`src/rtl/imm_gen_pipe.sv`:
```
// imm_gen_pipe: pipelined RISC-V immediate generator with a two-entry
// (output register + skid) buffer on a valid/ready handshake.
//
// Ports:
//   clk, rst        clock / asynchronous active-high reset
//   flush           synchronous flush; empties both entries, drops any offered input
//   in_valid/ready  input handshake; in_ready depends only on registered state
//   in_instr        32-bit instruction word
//   in_imm_type     immediate format (used when DECODE_MODE = 0)
//   in_tag          sideband tag carried alongside the instruction
//   out_valid/ready output handshake
//   out_imm         sign/zero-extended immediate, XLEN bits
//   out_tag         tag belonging to out_imm
//   out_illegal     unsupported format; out_imm is 0 in that case
//
// Formats: 000 I, 001 S, 010 B, 011 U, 100 J, 101 CSR zimm, 110 shamt, 111 illegal.
module imm_gen_pipe #(
  parameter int XLEN        = 64,
  parameter int TAG_W       = 8,
  parameter int DECODE_MODE = 0
) (
  input  logic             clk,
  input  logic             rst,
  input  logic             flush,
  input  logic             in_valid,
  output logic             in_ready,
  input  logic [31:0]      in_instr,
  input  logic [2:0]       in_imm_type,
  input  logic [TAG_W-1:0] in_tag,
  output logic             out_valid,
  input  logic             out_ready,
  output logic [XLEN-1:0]  out_imm,
  output logic [TAG_W-1:0] out_tag,
  output logic             out_illegal
);

  typedef struct packed {
    logic [XLEN-1:0]  imm;
    logic [TAG_W-1:0] tag;
    logic             illegal;
  } entry_t;

  localparam logic [2:0] FMT_I     = 3'b000;
  localparam logic [2:0] FMT_S     = 3'b001;
  localparam logic [2:0] FMT_B     = 3'b010;
  localparam logic [2:0] FMT_U     = 3'b011;
  localparam logic [2:0] FMT_J     = 3'b100;
  localparam logic [2:0] FMT_ZIMM  = 3'b101;
  localparam logic [2:0] FMT_SHAMT = 3'b110;
  localparam logic [2:0] FMT_ILL   = 3'b111;

  logic [2:0] fmt;
  logic       sh5;      // 5-bit shift amount (RV32, or RV64 *W shifts)
  entry_t     new_e;
  entry_t     out_q, skid_q;
  logic       out_v, skid_v;
  logic       accept;

  // Opcode only matters in auto-decode mode, the type port only in manual mode.
  logic unused_inputs;
  assign unused_inputs = ^{in_imm_type, in_instr[6:0]};

  // Format selection
  always_comb begin
    fmt = in_imm_type;
    sh5 = (XLEN == 32);
    if (DECODE_MODE != 0) begin
      unique case (in_instr[6:0])
        7'b0000011, 7'b1100111: fmt = FMT_I;
        7'b0010011: fmt = (in_instr[13:12] == 2'b01) ? FMT_SHAMT : FMT_I;
        7'b0011011: begin
          // RV64-only word ops; on RV32 this opcode does not exist
          if (XLEN == 64) begin
            fmt = (in_instr[13:12] == 2'b01) ? FMT_SHAMT : FMT_I;
            sh5 = 1'b1;
          end else begin
            fmt = FMT_ILL;
          end
        end
        7'b0100011:             fmt = FMT_S;
        7'b1100011:             fmt = FMT_B;
        7'b0110111, 7'b0010111: fmt = FMT_U;
        7'b1101111:             fmt = FMT_J;
        7'b1110011:             fmt = in_instr[14] ? FMT_ZIMM : FMT_I;
        default:                fmt = FMT_ILL;
      endcase
    end
  end

  // Immediate extraction; size casts of signed operands sign-extend to XLEN
  always_comb begin
    new_e.tag     = in_tag;
    new_e.illegal = 1'b0;
    new_e.imm     = '0;
    unique case (fmt)
      FMT_I: new_e.imm = XLEN'($signed(in_instr[31:20]));
      FMT_S: new_e.imm = XLEN'($signed({in_instr[31:25], in_instr[11:7]}));
      FMT_B: new_e.imm = XLEN'($signed({in_instr[31], in_instr[7], in_instr[30:25],
                                        in_instr[11:8], 1'b0}));
      FMT_U: new_e.imm = XLEN'($signed({in_instr[31:12], 12'b0}));
      FMT_J: new_e.imm = XLEN'($signed({in_instr[31], in_instr[19:12], in_instr[20],
                                        in_instr[30:21], 1'b0}));
      FMT_ZIMM:  new_e.imm = XLEN'(in_instr[19:15]);
      FMT_SHAMT: new_e.imm = sh5 ? XLEN'(in_instr[24:20]) : XLEN'(in_instr[25:20]);
      default:   new_e.illegal = 1'b1;
    endcase
  end

  // in_ready is purely registered: accept whenever the skid slot is free.
  assign in_ready = !skid_v;
  assign accept   = in_valid && !skid_v;

  always_ff @(posedge clk or posedge rst) begin
    if (rst) begin
      out_v  <= 1'b0;
      skid_v <= 1'b0;
      out_q  <= '0;
      skid_q <= '0;
    end else if (flush) begin
      out_v  <= 1'b0;
      skid_v <= 1'b0;
    end else if (!out_v || out_ready) begin
      // Output slot frees up: oldest entry (skid) goes first to keep FIFO order.
      if (skid_v) begin
        out_q  <= skid_q;
        out_v  <= 1'b1;
        skid_v <= accept;
        if (accept) skid_q <= new_e;
      end else begin
        out_v <= accept;
        if (accept) out_q <= new_e;
      end
    end else if (accept) begin
      // Output stalled: park the new entry in the skid slot.
      skid_v <= 1'b1;
      skid_q <= new_e;
    end
  end

  assign out_valid   = out_v;
  assign out_imm     = out_q.imm;
  assign out_tag     = out_q.tag;
  assign out_illegal = out_q.illegal;

endmodule

```
`config.mk`:
```
export PLATFORM = sky130hd
export DESIGN_NAME = imm_gen_pipe
export DESIGN_NICKNAME = d
export VERILOG_FILES = /design/src/rtl/imm_gen_pipe.sv
export SDC_FILE = /design/constraint.sdc
export NUM_CORES = 1
export LEC_CHECK = 0
export CELL_PAD_IN_SITES_DETAIL_PLACEMENT = 0
export CELL_PAD_IN_SITES_GLOBAL_PLACEMENT = 1
export CORE_ASPECT_RATIO = 1.2
export CORE_MARGIN = 1
export CORE_UTILIZATION = 30
export CTS_CLUSTER_DIAMETER = 150
export DETAILED_ROUTE_END_ITERATION = 16
export HOLD_SLACK_MARGIN = 0.05
export PLACE_DENSITY_LB_ADDON = 0.1
export RECOVER_POWER = 50
export REMOVE_ABC_BUFFERS = 1
export SYNTH_ARGS = -nofsm -noshare
export SYNTH_HDL_FRONTEND = slang
export SYNTH_SLANG_ARGS = --single-unit
```
`constraint.sdc`:
```
create_clock -name clk -period 5.3 [get_ports clk]
set_input_delay 0.53 -clock clk [delete_from_list [all_inputs] [get_ports clk]]
set_output_delay 0.53 -clock clk [all_outputs]
set_load 0.02 [all_outputs]
```
==> results, run 1 <==
- Traced cell by cell, the critical path runs through inv_1 > clkdlybuf4s50_1.
- The most frequently used cell type in the post-synthesis netlist is sky130_fd_sc_hd__nand2_1.
- The register bit count reported by yosys is 84.
- The clock drives 84 sinks.
- The sort of element at the end of the critical path is an output pin.
- The share of synthesized flip-flops with an asynchronous set or reset is 100%.
- The worst slack at placement is 2.32 ns.
- The internal power component is 1.42 mW.
- The endpoint arrival time on the critical path is 2.76 ns.
- The startpoint type of the worst setup path is a flip-flop.
- The number of hold-repair buffers added at the cts stage is 0.
- The overall die height is 133 um.
- The reported max-cap violation count is 1.
- The final reports fail on capacitance limit, slew limit.
- The largest total area in the synthesized netlist belongs to sky130_fd_sc_hd__dfrtp_1.
- The placeable core region is 13800 um2.
- IR analysis of the VDD net gives a maximum drop of 129 uV.
- The clock network fraction of total power is 33.8%.
- In this run the static leakage power is 2.36 nW.
- Clock-pin slew was measured on the worst setup and hold paths at 0.06 ns.
- The flow ran to the end, but the final reports show violations.
- After detailed routing, the number of vias per cell comes to 4.88.
- The cell class contributing the biggest share of worst-path delay is buffers and inverters.
- The cell count after synthesis is 487.
- The total routing usage reported by global routing is 16.5%.
- The wire length reported by the detailed router is 11600 um.
- The count of final max-slew check failures is 55.
- In the post-synthesis netlist, the biggest area contributors are sky130_fd_sc_hd__dfrtp_1, sky130_fd_sc_hd__nand2_1, sky130_fd_sc_hd__buf_4.
- The horizontal die dimension is 111 um.
- By count the netlist is led by sky130_fd_sc_hd__nand2_1, sky130_fd_sc_hd__dfrtp_1, sky130_fd_sc_hd__o21ai_0, sky130_fd_sc_hd__buf_4, sky130_fd_sc_hd__a21oi_1.
- The number of nets at the end of the flow is 597.
- At the pin with the least slew margin, the transition time is 2.51 ns.
- The maximum number of pins on one net before global-route repair is 74.
- The global-route wire length before repair is 19100 um.
- Pin placement for this block handled 123 I/O pins.
- The maximum single-stage delay on the critical path is 1.07 ns.
- The row count is 47.
- The worst hold path was traced through 2 stages.
- The initial DRC count is 132.
- Counting both buffers and inverters, the worst setup path holds a total of 2.
- The category of the most critical setup path is reg -> out.
- The total area of sequential cells is 2100 um2.
- The required time reported for the critical path endpoint is 4.77 ns.
- In this run the worst path has a maximum fanout of 46.
- The count of final setup violators is 0.
- The initial antenna violation count is 0.
- The total net switching power is 0.618 mW.
- The total congestion overflow after global routing is 0.
- In the final layout, the multi-input gates occupy 1710 um2.
- The class of the tightest hold or removal check is reg -> reg.
- In the final layout, the share of cells above drive strength 1 is 5.42%.
- The starting density of the core is 30.9%.
- In the post-route analysis, the smallest setup slack over all paths is 2.01 ns.
- The top cell type's share of synthesized area is 49.3%.
- The post-detailed-route wirelength per cell is 16.0 um.
- The level count of the clock H-tree is 3.
- The setup total negative slack is 0 ns.
- Clock skew on the completed layout was measured at 0.00572 ns.
- Yosys printed 0 warnings.
- The number of gates on the worst path with buffers counted is 2.
- TritonCTS built the clock tree.
- The post-detailed-placement half-perimeter wirelength is 7220 um.
- The sequential share of power is 40.4%.
- Setup repair after global routing left no endpoint under its margin.
- For this design the ratio of total power to cell area is 365 nW/um2.
- For the finished layout, the period the worst path requires is 3.29 ns.
- With fillers left out, the area of the finished cells amounts to 5570 um2.
- The number of instances resized during post-cts repair is 0.
- The post-route fraction of the period consumed by the critical path is 62.1%.
- The fraction of power spent switching nets is 30.4%.
- The sequential fraction of the synthesis area is 49.3%.
- The number of global-route vias before repair was 3490.
- The synthesized netlist contains 35 unique library cells.
- Compared with the post-synthesis result, the final layout area differs by 30.5%.
- The number of enable-type register cells in the synthesized netlist is 0.
- Clock tree synthesis inserted a total of 9 buffers.
- The number of buffers inserted by post-CTS setup repair is 0.
- The cell area after synthesis is 4260 um2.
- The congestion estimate from routability-driven global placement came to 0.769.
- The final number of hold-violating endpoints came to 0.
- The number of antenna diodes is 0.
- The floorplan step defined a die boundary enclosing 14700 um2.
- The number of buffers inserted by port buffering is 115.
- The final route contains 3538 vias.
- The post-placement cell area is 5240 um2.
- The combinational cell fraction of total power is 25.8%.
- The layout has 1393 filler cells.
- The cell sitting at the root of the clock tree is a sky130_fd_sc_hd__clkbuf_16.
- The number of cells on the worst reg-to-reg path is 5.
- The clock latency at the later pin of the worst-skew pair is 0.34 ns.
- The worst-case headroom to the max-slew limit is -68.5%.
- The post-synthesis average cell area is 8.76 um2.
- The number of iterations in the first detailed-routing pass is 4.
- The flip-flop cell with the highest count after synthesis is sky130_fd_sc_hd__dfrtp_1.
- The longest clock path from root to sink contains 2 buffers.
- The highest clock frequency the design can meet is 304 MHz.
- The slowest cell on the critical path is sky130_fd_sc_hd__dfrtp_2.
- The remaining antenna violation count is 0.
- The DRC violations left is 0.
-- cell families (layout without fill, tap and decap cells) --
| kind of cell | Yosys count | after routing | synth area share [%] |
|---|---|---|---|
| AND/OR/NAND/NOR | 191 | 191 | 20.6 |
| AO/OA/AOI/OAI | 126 | 126 | 17.0 |
| flip-flops | 84 | 84 | 49.3 |
| buffers and inverters | 76 | 143 | 10.8 |
| multiplexers | 9 | 9 | 2.11 |
| XOR/XNOR | 1 | 1 | 0.205 |
-- metrics by stage --
step / utilization, % / power (mW) / hold WS [ns] / std cells
6_report: 40.3 / 2.03 / 0.475 / 725
3_3_place_gp: 37.9 / 1.38 / 0.457 / 709
5_1_grt: 40.3 / 2.15 / 0.491 / 725
4_1_cts: 40.3 / 2.09 / 0.479 / 725
3_5_place_dp: 37.9 / 1.39 / 0.462 / 709
2_1_floorplan: - / 1.10 / 0.440 / 418
-- cells in the final DEF, fill, tap and decap left out, types with 4 or more instances in the layout --
cell type | Yosys | routed
sky130_fd_sc_hd__nand2_1 | 113 | 113
sky130_fd_sc_hd__dfrtp_1 | 84 | 83
sky130_fd_sc_hd__clkdlybuf4s50_1 | 0 | 73
sky130_fd_sc_hd__o21ai_0 | 49 | 49
sky130_fd_sc_hd__dlygate4sd3_1 | 0 | 42
sky130_fd_sc_hd__a21oi_1 | 23 | 23
sky130_fd_sc_hd__nor2_1 | 21 | 22
sky130_fd_sc_hd__o21ai_1 | 21 | 21
sky130_fd_sc_hd__nand3_1 | 21 | 20
sky130_fd_sc_hd__o211ai_1 | 14 | 14
sky130_fd_sc_hd__a211oi_1 | 11 | 11
sky130_fd_sc_hd__mux2i_1 | 9 | 9
sky130_fd_sc_hd__clkbuf_16 | 0 | 9
sky130_fd_sc_hd__nor3b_1 | 8 | 8
sky130_fd_sc_hd__nor4_1 | 8 | 8
sky130_fd_sc_hd__inv_1 | 7 | 6
sky130_fd_sc_hd__buf_4 | 34 | 5
sky130_fd_sc_hd__nand2b_1 | 4 | 4
sky130_fd_sc_hd__nand3b_1 | 4 | 4
sky130_fd_sc_hd__a222oi_1 | 4 | 4
-- registers in the layout (all words and copies together) (netlist names) --
name / count
out_illegal: 1
out_imm: 32
out_tag: 8
out_valid: 1
skid_q: 41
skid_v: 1
-- routing by layer --
| layer | up-vias | share of wire [%] | global-route usage [%] |
|---|---|---|---|
| li1 | 1770 | - | - |
| met1 | 1666 | 45 | 21.2 |
| met2 | 93 | 49 | 27.4 |
| met3 | 9 | 4.5 | 3.57 |
| met4 | 0 | 1.1 | 5.48 |
| met5 | - | 0 | 0 |
-- tightest hold or removal path: stages, from the launching register on --
cell and delay [ns]:
sky130_fd_sc_hd__dfrtp_1 0.34, sky130_fd_sc_hd__nand2_1 0.04, sky130_fd_sc_hd__o21ai_1 0.06
-- power by group through the flow --
stage	Clock, mW	Sequential (mW)	Combinational (mW)
floorplan	0	0.945	0.150
global placement	0	0.834	0.546
detailed placement	0	0.838	0.551
CTS	0.713	0.826	0.553
global route	0.737	0.839	0.572
finish	0.687	0.822	0.524
-- final timing paths --
kind	startpoint	to	slack, ns
worst min register to register	out_tag[5]	out_tag[5]	0.47
worst max-delay path	skid_v	in_ready	2.01
min in group asynchronous	rst	out_illegal	1.34
worst max register to register	skid_v	out_imm[11]	2.44
max in group asynchronous	rst	out_imm[4]	2.62
worst min-delay path	out_tag[5]	out_tag[5]	0.47
-- cell type report --
type	count	share of cell area (%)
multi-input cells	327	30.6
clock inverters	6	1.57
clock buffers	10	4.29
repair buffers	120	21.4
inverters	7	0.495
well taps	171	3.84
flip-flops and latches	84	37.8
Note: power is estimated with default switching activity, not from simulation.
==> run 2: changes to the inputs <==
- clock period: 5.3 -> 2.85 ns (I/O delays scaled with it)
==> run 2 against run 1 <==
  * The flow now finishes without violations
  * Core utilization grew 0.054 points
  * Die area is the same
  * Clock skew grew 0.0012 ns
  * Critical path depth shrank 1
  * Worst setup slack lost 1.5 ns
  * Sequential cell count is the same
  * Critical path type unchanged
  * Critical endpoint is now out_imm[37]
  * Largest cell class unchanged
==> results, run 2 (synthesis results as in run 1) <==
- The capture instance of the worst register-to-register path is out_imm[19] (was out_imm[11]).
- The final number of hold-violating endpoints is 0 (unchanged).
- The number of buffers inserted by post-CTS setup repair was 0 (unchanged).
- The startpoint type of the worst setup path is a flip-flop (unchanged).
- The relative area change from synthesis to final layout is 30.7% (was 30.5%).
- The horizontal die dimension came to 111 um (unchanged).
- The count of final max-slew check failures is 0 (was 55).
- The starting density of the core came to 30.9% (unchanged).
- The maximum number of pins on one net before global-route repair is 85 (was 74).
- The total met2 wirelength after detailed routing came to 5690 um (was 5700 um).
- The number of antenna diodes is 0 (unchanged).
- The row count was 47 (unchanged).
- The capture endpoint of the worst hold path is skid_q[33] (was out_tag[5]).
- The most common cell after layout, fill and taps aside was sky130_fd_sc_hd__nand2_1 (unchanged).
- List of cells traversed by the critical path: clkdlybuf4s50_1 (was inv_1 > clkdlybuf4s50_1).
- The sequential share of power is 41.9% (was 40.4%).
- The number of clock sinks is 84 (unchanged).
- The utilization after layout is 40.3% (about the same).
- The number of hold-repair buffers added at the cts stage is 0 (unchanged).
- The filler cell count was 1372 (was 1393).
- The post-detailed-route wirelength per cell is 15.9 um (was 16.0 um).
- The required time reported for the critical path endpoint is 2.57 ns (was 4.77 ns).
- The post-detailed-placement half-perimeter wirelength was 7400 um (was 7220 um).
- The worst hold path depth was 2 (unchanged).
- The clock root buffer is sky130_fd_sc_hd__clkbuf_16 (unchanged).
- The cell class contributing the biggest share of worst-path delay is flip-flops (was buffers and inverters).
- The via density per instance is 4.87 (was 4.88).
- The internal power component is 2.47 mW (was 1.42 mW).
- The placeable core region came to 13800 um2 (unchanged).
- Setup repair after global routing missed its margin: false (unchanged).
- The static leakage power is 2.35 nW (was 2.36 nW).
- The worst-case headroom to the max-slew limit is 40.9% (was -68.5%).
- The number of cells traversed by the worst register-to-register path is 5 (unchanged).
- The highest clock frequency the design can meet is 433 MHz.
- The total net switching power is 1.17 mW (was 0.618 mW).
- The fraction of power spent switching nets is 32.1% (was 30.4%).
- The clock period minus worst slack is 2.31 ns.
- Commonest cells after routing, fill and taps aside: sky130_fd_sc_hd__nand2_1, sky130_fd_sc_hd__dfrtp_1, sky130_fd_sc_hd__clkdlybuf4s50_1 (unchanged).
- Outcome: finished clean (was complete, but fails checks).
- The highest metal layer used by the detailed router was met4 (unchanged).
- The worst path uses 81.0% of the clock period.
- The post-placement cell count is 714 (was 709).
- The combinational cell fraction of total power came to 27.1% (was 25.8%).
- The critical path launch point is out_imm[62] (was skid_v).
- The final RePlAce weighted congestion is 0.763 (was 0.769).
- The largest register by flop count is skid_q (unchanged).
- The number of instances resized during post-cts repair is 0 (unchanged).
- The initial DRC count was 137 (was 132).
- The routed via count came to 3558 (was 3538).
- The number of cells in the finished layout apart from fillers is 730 (was 725).
- The number of buffers inserted by port buffering was 115 (unchanged).
- The flip-flop count of the largest register after layout is 41 (unchanged).
- The slew at the pin with the worst max-slew slack was 0.886 ns (was 2.51 ns).
- The global-route wire length before repair came to 18900 um (was 19100 um).
- The sort of element at the end of the critical path is an output pin (unchanged).
- The met3 wire length is 318 um (was 523 um).
- The number of buffer and inverter stages on the critical path was 1 (was 2).
- The maximum clock path buffer count is 2 (unchanged).
- The wire length reported by the detailed router is 11600 um (about the same).
- The number of nets at the end of the flow came to 602 (was 597).
- The total congestion overflow after global routing is 0 (unchanged).
- The overall die height was 133 um (unchanged).
- The reported max-cap violation count is 0 (was 1).
- The share of layout cells above drive strength 1 is 6.08% (was 5.42%).
- The number of global-route vias before repair was 3515 (was 3490).
- The number of buffers inserted during clock tree synthesis is 9 (unchanged).
- The CTS tree is done (unchanged).
- The worst reg-to-reg setup slack is 0.71 ns (was 2.44 ns).
- The total power was 3.64 mW (was 2.03 mW).
- The clock transition at the registers of the reported paths is 0.06 ns (about the same).
- The class of the tightest hold or removal check is reg -> reg (unchanged).
- The endpoint arrival time on the critical path is 2.02 ns (was 2.76 ns).
- The worst setup skew after layout was 0.00697 ns (was 0.00572 ns).
- The origin of the critical flop-to-flop path is skid_v (unchanged).
- The routed length on met1 is 5400 um (was 5280 um).
- The total routing usage reported by global routing is 16.3% (was 16.5%).
- The peak supply drop is 275 uV (was 129 uV).
- The maximum single-stage delay on the critical path is 0.92 ns (was 1.07 ns).
- The category of the most critical setup path is reg -> out (unchanged).
- The initial antenna violation count is 0 (unchanged).
- The number of iterations in the first detailed-routing pass is 4 (unchanged).
- The slowest cell on the critical path is sky130_fd_sc_hd__dfrtp_1 (was sky130_fd_sc_hd__dfrtp_2).
- The clock latency at the later pin of the worst-skew pair is 0.34 ns (about the same).
- The die footprint was 14700 um2 (unchanged).
- The biggest fanout along the worst timing path is 34 (was 46).
- The clock network fraction of total power is 30.9% (was 33.8%).
- The I/O pin total came to 123 (unchanged).
- The count of final setup violators is 0 (unchanged).
- The launch instance of the worst min-delay path is skid_q[33] (was out_tag[5]).
- The power density over the cells was 653 nW/um2 (was 365 nW/um2).
- The DRC violations left is 0 (unchanged).
- The remaining antenna violation count came to 0 (unchanged).
- The level count of the clock H-tree was 3 (unchanged).
==> run 2: worst max path at each step <==
stage | cells after the start | to
after detailed placement | 5 | out_imm[26]
after global routing | 1 | out_imm[48]
final | 1 | out_imm[37]
after CTS | 1 | out_imm[37]
after global placement | 5 | out_imm[27]
after floorplan | 1 | out_imm[62]
==> run 2: metrics by stage <==
stage	area (um2)	setup WS, ns	hold WS (ns)	TNS, ns
5_1_grt	5570	0.397	0.495	0
3_5_place_dp	5290	0.594	0.458	0
2_1_floorplan	3830	-1.89	0.348	-56.92
4_1_cts	5580	0.485	0.401	0
3_3_place_gp	5290	0.636	0.454	0
6_report	5570	0.542	0.473	0
==> run 2: metal layers <==
layer,vias to the layer above,track usage (%)
met5,-,0
met4,0,6.52
met3,12,2.24
met2,72,27.7
met1,1698,20.9
li1,1776,-
==> run 2: worst reg2reg max path, delay by kind of cell (launching register included) <==
family                 cells  cell delay (ns)
AOI/OAI and AO/OA          1             0.33
buffers and inverters      1             0.21
DFF                        1             0.74
and+or+nand+nor            3             0.76
==> run 2: cell type report <==
cell class	count	area, um2	share of cell area [%]
multi-input cells	327	1710	30.6
inverters	7	27.5	0.494
repair buffers	125	1240	22.2
flip-flops and latches	84	2100	37.7
clock inverters	6	46.3	0.831
well taps	171	214	3.84
clock buffers	10	239	4.29
==> run 2: power by group through the flow <==
stage / logic [mW] / registers (mW) / clock network [mW]
detailed placement: 1.03 / 1.56 / 0
CTS: 1.04 / 1.53 / 1.16
floorplan: 0.279 / 1.76 / 0
finish: 0.988 / 1.53 / 1.13
global placement: 1.03 / 1.55 / 0
global route: 1.08 / 1.56 / 1.21
==> run 3: changes to the inputs <==
- clock period: 2.85 -> 2.37 ns (I/O delays scaled with it)
==> run 3 against run 2 <==
  * Critical path depth increased by 1
  * Count of clock-buffer cells in the layout grew 1
  * Clock power up 25%
  * Power rose by 23%
  * Core utilization is 0.24 points higher
  * Worst setup slack lost 0.13 ns
  * Sequential share of layout area down 0.20 points
  * Via count up 0.17%
  * Worst hold slack worse by 0.013 ns
  * Global-route usage shrank 0.087 points
==> results, run 3 (synthesis results as in run 1) <==
- The post-detailed-route wirelength per cell is 15.7 um (was 15.9 um).
- The largest register by flop count is skid_q (unchanged).
- The via density per instance is 4.86 (was 4.87).
- The most common cell after layout, fill and taps aside is sky130_fd_sc_hd__nand2_1 (unchanged).
- The number of buffers inserted by post-CTS setup repair came to 0 (unchanged).
- The combinational cell fraction of total power was 27.7% (was 27.1%).
- The final RePlAce weighted congestion was 0.773 (was 0.763).
- The count of final max-slew check failures is 0 (unchanged).
- The initial antenna violation count is 0 (unchanged).
- Setup repair after global routing missed its margin: false (unchanged).
- The final worst-path setup slack is 0.407 ns (was 0.542 ns).
- The clock root buffer was sky130_fd_sc_hd__clkbuf_16 (unchanged).
- The category of the most critical setup path is reg -> out (unchanged).
- The internal power component is 3.09 mW (was 2.47 mW).
- The number of antenna diodes was 0 (unchanged).
- The count of final setup violators is 0 (unchanged).
- The startpoint type of the worst setup path is a flip-flop (unchanged).
- The clock transition at the registers of the reported paths was 0.06 ns (about the same).
- The initial DRC count is 117 (was 137).
- The peak supply drop is 354 uV (was 275 uV).
- The met3 wire length is 447 um (was 318 um).
- The level count of the clock H-tree is 3 (unchanged).
- The remaining antenna violation count is 0 (unchanged).
- The slew at the pin with the worst max-slew slack is 1.35 ns (was 0.886 ns).
- The number of nets at the end of the flow is 606 (was 602).
- The CTS tree is done (unchanged).
- The flip-flop count of the largest register after layout is 41 (unchanged).
- The endpoint arrival time on the critical path is 1.73 ns (was 2.02 ns).
- The routed length on met1 was 5230 um (was 5400 um).
- The number of buffers inserted by port buffering is 115 (unchanged).
- The clock latency at the later pin of the worst-skew pair is 0.34 ns (about the same).
- The relative area change from synthesis to final layout is 31.5% (was 30.7%).
- The power density over the cells is 796 nW/um2 (was 653 nW/um2).
- The sequential share of power came to 40.7% (was 41.9%).
- The post-detailed-placement half-perimeter wirelength is 7540 um (was 7400 um).
- The setup total negative slack is 0 ns (unchanged).
- The total congestion overflow after global routing was 0 (unchanged).
- Commonest cells after routing, fill and taps aside: sky130_fd_sc_hd__nand2_1, sky130_fd_sc_hd__clkdlybuf4s50_1, sky130_fd_sc_hd__dfrtp_1 (was sky130_fd_sc_hd__nand2_1, sky130_fd_sc_hd__dfrtp_1, sky130_fd_sc_hd__clkdlybuf4s50_1).
- The biggest fanout along the worst timing path is 12 (was 34).
- The horizontal die dimension is 111 um (unchanged).
- The static leakage power was 2.34 nW (was 2.35 nW).
- The DRC violations left was 0 (unchanged).
- The total net switching power is 1.37 mW (was 1.17 mW).
- The maximum clock path buffer count was 2 (unchanged).
- The die footprint is 14700 um2 (unchanged).
- The class of the tightest hold or removal check is in -> reg (was reg -> reg).
- The final number of hold-violating endpoints is 0 (unchanged).
- The worst path needs 1.96 ns of the cycle, external delays included.
- The wire length reported by the detailed router is 11500 um (was 11600 um).
- The I/O pin total was 123 (unchanged).
- Outcome: finished clean (unchanged).
- For this run, the top clock speed supported by timing is 509 MHz.
- The total power is 4.46 mW (was 3.64 mW).
- The area of all placed cells without fillers came to 5610 um2 (was 5570 um2).
- The reported max-cap violation count is 0 (unchanged).
- After layout, the worst path uses 82.8% of the clock period.
- The utilization after layout is 40.6% (was 40.3%).
- The required time reported for the critical path endpoint is 2.13 ns (was 2.57 ns).
- The total area of sequential cells came to 2100 um2 (about the same).
- The number of buffers inserted during clock tree synthesis is 9 (unchanged).
- The highest metal layer used by the detailed router was met4 (unchanged).
- The number of hold-repair buffers added at the cts stage is 0 (unchanged).
- The total met2 wirelength after detailed routing is 5610 um (was 5690 um).
- The number of instances resized during post-cts repair was 0 (unchanged).
- The worst setup skew after layout is 0.00819 ns (was 0.00697 ns).
- The maximum number of pins on one net before global-route repair is 74 (was 85).
- The placeable core region is 13800 um2 (unchanged).
- The area used by multi-input combinational logic was 1710 um2 (unchanged).
- The post-placement cell area is 5350 um2 (was 5290 um2).
- The clock network fraction of total power is 31.6% (was 30.9%).
- The global-route wire length before repair is 19000 um (was 18900 um).
- The number of clock sinks is 84 (unchanged).
- The worst reg-to-reg setup slack was 0.57 ns (was 0.71 ns).
- The starting density of the core is 30.9% (unchanged).
- The number of global-route vias before repair is 3560 (was 3515).
- The filler cell count was 1403 (was 1372).
- The worst-case headroom to the max-slew limit was 9.28% (was 40.9%).
- The total routing usage reported by global routing is 16.2% (was 16.3%).
- The row count is 47 (unchanged).
- The worst slack at placement came to 0.279 ns (was 0.594 ns).
- The share of layout cells above drive strength 1 is 6.41% (was 6.08%).
- The fraction of power spent switching nets is 30.8% (was 32.1%).
- The number of iterations in the first detailed-routing pass is 7 (was 4).
- The overall die height is 133 um (unchanged).
- The sort of element at the end of the critical path is an output pin (unchanged).
- The routed via count is 3564 (was 3558).
run 3: cell types whose count changed in the layout (fill, tap and decap cells not counted):
cell                              change
sky130_fd_sc_hd__buf_4                +1
sky130_fd_sc_hd__bufinv_16            +1
sky130_fd_sc_hd__clkbuf_1             +2
sky130_fd_sc_hd__clkbuf_2             +1
sky130_fd_sc_hd__clkbuf_4             +1
sky130_fd_sc_hd__clkdlybuf4s50_1     +17
sky130_fd_sc_hd__clkinv_4             -1
sky130_fd_sc_hd__dfrtp_1              -1
sky130_fd_sc_hd__dfrtp_2              +1
sky130_fd_sc_hd__dlygate4sd3_1       -17
sky130_fd_sc_hd__inv_6                -2
run 3: metal layers:
metal | up-vias | track usage, %
met5 | - | 0
met2 | 66 | 27.4
met4 | 0 | 4.67
li1 | 1787 | -
met1 | 1700 | 20.7
met3 | 11 | 3.76
run 3: worst max-delay path: stages, from the launching register on:
cell                              delay, ns
sky130_fd_sc_hd__dfrtp_2               0.53
sky130_fd_sc_hd__inv_1                 0.22
sky130_fd_sc_hd__clkdlybuf4s50_1       0.64
run 3: cell type report:
type,count,share of cell area [%]
Sequential cell,84,37.5
Multi-Input combinational cell,327,30.4
Timing Repair Buffer,129,22.5
Clock buffer,11,4.33
Tap cell,171,3.82
Clock inverter,4,0.893
Inverter,7,0.491
run 3: power groups by stage:
stage | logic, mW | clock network (mW) | registers, mW
2_1_floorplan | 0.336 | 0 | 2.11
6_report | 1.23 | 1.41 | 1.82
4_1_cts | 1.28 | 1.45 | 1.82
3_5_place_dp | 1.28 | 0 | 1.85
3_3_place_gp | 1.26 | 0 | 1.84
5_1_grt | 1.34 | 1.51 | 1.85
run 3: stage by stage:
stage,hold slack (ns),instances
global placement,0.453,718
global route,0.471,733
finish,0.460,733
detailed placement,0.461,718
floorplan,0.300,418
CTS,0.271,733
run 3: worst paths after layout:
kind / startpoint / end / cells past startpoint
min in group asynchronous: rst / out_imm[2] / 2
setup reg to reg: skid_v / out_imm[11] / 4
hold / removal: in_tag[7] / skid_q[8] / 3
hold reg to reg: skid_q[33] / skid_q[33] / 2
setup / recovery: skid_v / in_ready / 2
max in group asynchronous: rst / skid_q[20] / 3
